==> src/rtl/rsa_arbiter.sv <==
// Two-requester round-robin arbiter in front of a shared RSA unit (IDLE/RUN/DONE).
// Define RSA_ARB_TIMEOUT_EN to abort a RUN lasting TIMEOUT_CYCLES cycles with an error response.
module rsa_arbiter #(
  parameter int WIDTH          = 8,
  parameter int TIMEOUT_CYCLES = 1023
) (
  input  logic             clk,
  input  logic             rst_n,
  input  logic             req0_valid,
  output logic             req0_ready,
  input  logic [WIDTH-1:0] req0_p,
  input  logic [WIDTH-1:0] req0_e,
  input  logic [WIDTH-1:0] req0_m,
  input  logic [WIDTH-1:0] req0_const,
  input  logic             req1_valid,
  output logic             req1_ready,
  input  logic [WIDTH-1:0] req1_p,
  input  logic [WIDTH-1:0] req1_e,
  input  logic [WIDTH-1:0] req1_m,
  input  logic [WIDTH-1:0] req1_const,
  output logic             resp0_valid,
  output logic [WIDTH-1:0] resp0_result,
  output logic             resp0_err,
  output logic             resp1_valid,
  output logic [WIDTH-1:0] resp1_result,
  output logic             resp1_err,
  output logic             rsa_en,
  output logic [WIDTH-1:0] rsa_p,
  output logic [WIDTH-1:0] rsa_e,
  output logic [WIDTH-1:0] rsa_m,
  output logic [WIDTH-1:0] rsa_const,
  input  logic             rsa_eoc,
  input  logic [WIDTH-1:0] rsa_c,
  output logic             busy,
  output logic             owner
);

  typedef enum logic [1:0] {IDLE, RUN, DONE} state_t;

  state_t           state;
  logic             ptr;
  logic             grant0;
  logic             grant1;
  logic             finish;
  logic [WIDTH-1:0] fin_result;

`ifdef RSA_ARB_TIMEOUT_EN
  localparam int CW = $clog2(TIMEOUT_CYCLES + 1);
  logic [CW-1:0] cnt;
  logic          fin_err;
`endif

  // A lone valid requester always wins; on contention the pointer decides.
  assign grant0 = rst_n && (state == IDLE) && req0_valid && (!req1_valid || !ptr);
  assign grant1 = rst_n && (state == IDLE) && req1_valid && (!req0_valid || ptr);
  assign req0_ready = grant0;
  assign req1_ready = grant1;
  assign busy       = (state != IDLE);

  always_comb begin
    finish     = 1'b0;
    fin_result = rsa_c;
`ifdef RSA_ARB_TIMEOUT_EN
    fin_err    = 1'b0;
`endif
    if (state == RUN) begin
      if (rsa_eoc) begin
        finish = 1'b1;
      end
`ifdef RSA_ARB_TIMEOUT_EN
      else if (cnt == CW'(TIMEOUT_CYCLES)) begin
        finish     = 1'b1;
        fin_result = '0;
        fin_err    = 1'b1;
      end
`endif
    end
  end

`ifndef RSA_ARB_TIMEOUT_EN
  assign resp0_err = 1'b0;
  assign resp1_err = 1'b0;
`endif

  always_ff @(posedge clk or negedge rst_n) begin
    if (!rst_n) begin
      state        <= IDLE;
      ptr          <= 1'b0;
      owner        <= 1'b0;
      rsa_en       <= 1'b0;
      rsa_p        <= '0;
      rsa_e        <= '0;
      rsa_m        <= '0;
      rsa_const    <= '0;
      resp0_valid  <= 1'b0;
      resp1_valid  <= 1'b0;
      resp0_result <= '0;
      resp1_result <= '0;
`ifdef RSA_ARB_TIMEOUT_EN
      resp0_err    <= 1'b0;
      resp1_err    <= 1'b0;
      cnt          <= '0;
`endif
    end else begin
      resp0_valid <= 1'b0;
      resp1_valid <= 1'b0;
`ifdef RSA_ARB_TIMEOUT_EN
      resp0_err   <= 1'b0;
      resp1_err   <= 1'b0;
`endif
      case (state)
        IDLE: begin
          if (grant0 || grant1) begin
            owner     <= grant1;
            rsa_p     <= grant1 ? req1_p     : req0_p;
            rsa_e     <= grant1 ? req1_e     : req0_e;
            rsa_m     <= grant1 ? req1_m     : req0_m;
            rsa_const <= grant1 ? req1_const : req0_const;
            rsa_en    <= 1'b1;
            state     <= RUN;
`ifdef RSA_ARB_TIMEOUT_EN
            cnt       <= '0;
`endif
          end
        end
        RUN: begin
          // Response pulse is registered here so it is visible for the whole DONE cycle.
          if (finish) begin
            rsa_en <= 1'b0;
            state  <= DONE;
            if (owner) begin
              resp1_valid  <= 1'b1;
              resp1_result <= fin_result;
`ifdef RSA_ARB_TIMEOUT_EN
              resp1_err    <= fin_err;
`endif
            end else begin
              resp0_valid  <= 1'b1;
              resp0_result <= fin_result;
`ifdef RSA_ARB_TIMEOUT_EN
              resp0_err    <= fin_err;
`endif
            end
          end
`ifdef RSA_ARB_TIMEOUT_EN
          else begin
            cnt <= cnt + CW'(1);
          end
`endif
        end
        DONE: begin
          ptr   <= ~owner;
          state <= IDLE;
        end
        default: state <= IDLE;
      endcase
    end
  end

endmodule

==> config.mk <==
export PLATFORM = sky130hd
export DESIGN_NAME = rsa_arbiter
export DESIGN_NICKNAME = d
export VERILOG_FILES = /design/src/rtl/rsa_arbiter.sv
export SDC_FILE = /design/constraint.sdc
export NUM_CORES = 1
export LEC_CHECK = 0
export ABC_AREA = 1
export CAP_MARGIN = 25
export CORE_ASPECT_RATIO = 1.25
export CORE_MARGIN = 2
export CORE_UTILIZATION = 33
export CTS_CLUSTER_SIZE = 12
export DETAILED_ROUTE_END_ITERATION = 12
export PLACE_DENSITY = 0.65
export SYNTH_ARGS = -nofsm -noshare
export SYNTH_HDL_FRONTEND = slang
export SYNTH_SLANG_ARGS = --single-unit
==> constraint.sdc <==
create_clock -name clk -period 3.7 [get_ports clk]
set_input_delay 0.37 -clock clk [delete_from_list [all_inputs] [get_ports clk]]
set_output_delay 0.37 -clock clk [all_outputs]
set_load 0.02 [all_outputs]
==> results.md <==
Run status:
- The flow ran to the end, and the final reports show no timing, DRC or antenna violations.

Place:
- The number of buffer cells added on primary ports is 131.
- Routability-driven placement finished with a final weighted congestion of 0.790.
- In this run the cell area measured after placement is 4100 um2.
- Including well taps, the total number of placed cells is 585.
- Detailed placement ended at an HPWL of 5220 um.

Synth:
- For this run, the number of Yosys warnings is 0.
- After synthesis, the netlist uses 19 different library cells.
- A synthesized cell averages 7.52 um2.
- Summing the sequential cell areas from Yosys gives 49.3% of the chip area.
- The mapped netlist covers 2790 um2.
- Counting flops and latches in the post-synthesis netlist gives 55.
- The instance count of the mapped netlist is 371.

Clock network:
- The hold buffer count at cts is 0.
- The number of buffers inserted by post-CTS setup repair is 0.
- The clock passes through at most 2 buffers.
- After clock tree synthesis, the clock-pin slew on the worst setup and hold paths is 0.09 ns.
- For the worst-skew pair, the clock arrives at the later sink with an insertion delay of 0.30 ns.
- The number of gates resized after CTS was 0.
- For this design, the sink count on the clock tree is 55.
- The number of H-tree levels is 2.
- Buffers inserted during clock tree synthesis total 5.
- TritonCTS built the clock tree.
- In this run the clock root is driven by a clkbuf_8.

Global routing:
- The largest net degree at the start of global routing is 57.
- Global routing used 16.4% of the available tracks across all layers.
- The via count of the first global-routing pass was 2661.
- Summed over all layers, the global routing overflow is 0.
- The number of antenna violations at the first check in global routing is 0.
- The global-route wire length before repair is 12100 um.

Cells and area:
- The most common cell after layout, fill and taps aside is clkdlybuf4s50_1.
- The fraction of final layout cells with drive strength greater than 1 is 4.44%.
- From synthesis to final layout, the design area changed by 51.7%.
- For this run, the post-layout net count is 572.
- After routing the design area is 4230 um2.
- The number of antenna diodes in the final layout is 0.
- The share of the core filled with cells in the final layout is 51.4%.
- Once layout is complete, the cells apart from fillers number 593.
- The library cells used most frequently in the layout, excluding fill and tap cells, are clkdlybuf4s50_1 (130), nand2_1 (119), inv_1 (80).
- The multi-input combinational cells in the finished layout cover a total of 950 um2.
- The filler cells instantiated in the layout total 773.
- The flip-flop and latch area is 1380 um2.

Power and ir drop:
- VDD sags by at most 0.385 mV.
- The overall power consumption is 3.00 mW.
- Dividing total power by cell area gives a power density of 709 nW/um2.
- The standby leakage power is 2.26 nW.

Setup path:
- The required time at the worst-slack endpoint is 3.33 ns.
- The worst setup path is launched from a flip-flop.
- The critical path is of the reg2out type.
- The type of element capturing the critical path is an output port.
- The arrival time at the worst endpoint is 2.39 ns.
- The largest fanout on the critical path is 34.

STA:
- Summed over all failing endpoints, the final setup total negative slack is 0 ns.
- Measured against its own limit, the worst slew margin works out to 53.7%.
- Counting I/O delays and the setup requirement, the final critical path takes 2.76 ns.
- Across the routed clock network, the largest skew measured is 0.00223 ns.
- The number of max-slew violations in the final report came to 0.
- The final-report setup violation count is 0.
- For this run, the top clock speed supported by timing is 0.362 GHz.
- The final number of hold-violating endpoints is 0.
- Setup repair after global routing left no endpoint under its margin.
- The final critical path takes up 74.7% of the cycle.
- At the pin with the least slew margin, the transition time is 0.694 ns.

Die:
- The floorplan die height is 107 um.
- The full die area is 9210 um2.
- Measured along the x axis, the die boundary spans 86.2 um.
- The placeable core region is 8240 um2.
- During I/O placement, the number of pins put on the boundary was 134.
- The row count is 37.
- The initial cell density of the core is 33.9%.

Detailed routing:
- The post-detailed-route wirelength per cell is 12.3 um.
- The highest routed metal layer is met4.
- In this run, the number of DRC markers left after iteration 0 of detailed routing was 62.
- Summing over every cut layer, the via total after detailed routing is 2698.
- The detailed-routing iteration count for the pre-antenna-repair pass is 4.
- The routed design has 7320 um of wire.
- The detailed-routing wirelength on met1 is 3250 um.
- The number of routed nets with antenna violations is 0.
- The total length of routed met3 wires is 411 um.
- Dividing the detail-routed via count by the number of cells gives 4.55.
- Wire segments on met2 add up to 3600 um in the final route.
- The remaining design rule violation count is 0.

Worst hold path:
- In this run the worst hold path is classified as in2async.

Job:
- The number of violations of the max-capacitance limit is 0.
==> layer usage <==
metal	up-vias	GRT usage (%)
li1	1349	-
met1	1265	20.8
met2	79	27.9
met3	5	4.08
met4	0	3.91
met5	-	0
==> worst paths after layout <==
| check | start | slack, ns | to | cells past startpoint |
|---|---|---|---|---|
| max in group asynchronous | rst_n | 3.05 | rsa_m[0] | 2 |
| min in group clk | rsa_e[6] | 0.49 | rsa_e[6] | 2 |
| max reg2reg | state[1] | 1.97 | rsa_e[3] | 7 |
| max | state[1] | 0.94 | req1_ready | 6 |
| min | rst_n | 0.20 | resp0_result[5] | 2 |
| min reg2reg | rsa_e[6] | 0.49 | rsa_e[6] | 2 |
==> logic make-up after synthesis <==
| family | share of synthesized area (%) |
|---|---|
| buffers and inverters | 16.8 |
| DFF | 49.3 |
| AOI/OAI and AO/OA | 4.31 |
| and+or+nand+nor | 29.5 |
| other | 0.134 |
==> metrics by stage <==
stage	worst slack, ns	hold slack, ns
global placement	1.30	0.463
floorplan	2.16	0.0744
detailed placement	1.26	0.464
CTS	0.913	0.233
global route	0.716	0.267
finish	0.937	0.202
==> area by class of cell <==
type / count / share of cell area [%]
inverter: 84 / 7.45
tap: 97 / 2.87
sequential: 55 / 32.5
multi-input combinational: 214 / 22.4
timing repair buffer: 135 / 31.6
clock inverter: 2 / 1.42
clock buffer: 6 / 1.71
==> worst max-delay path, cell delays in order, from the launching register on <==
cell and delay [ns]:
dfrtp_1 0.44, inv_1 0.11, nand2_2 0.08, nor2_4 0.40, nand2_4 0.33, inv_1 0.12
clkdlybuf4s50_1 0.60
==> state kept, by name, summed over array words and instances (netlist names), 2 cells and up <==
register,count
resp0_result,8
resp1_result,8
rsa_const,8
rsa_e,8
rsa_m,8
rsa_p,8
state,2
==> synth_stat cells <==
cell type  instances  area share, %
nand2_1          119             16
inv_1             80             11
nand3_1           66             12
dfrtp_1           55             49
o21ai_1           14            2.5
buf_4              8            2.2
buf_6              6            2.4
buf_2              5           0.90
inv_2              4           0.54
nand2_2            3           0.67
o21ai_0            3           0.54
a21oi_1            1           0.18
a21oi_4            1           0.58
a31oi_1            1           0.22
conb_1             1           0.13
nand2_4            1           0.40
nor2_1             1           0.13
nor2_4             1           0.40
o31ai_1            1           0.27
==> power by group <==
part	leakage (nW)	switching [mW]	total, mW	internal [mW]
Clock	0.0654	0.193	0.464	0.271
Combinational	1.51	0.813	1.50	0.691
Sequential	0.683	0.159	1.03	0.872
Total	2.26	1.17	3.00	1.83
Power figures use the tool's default switching activity.
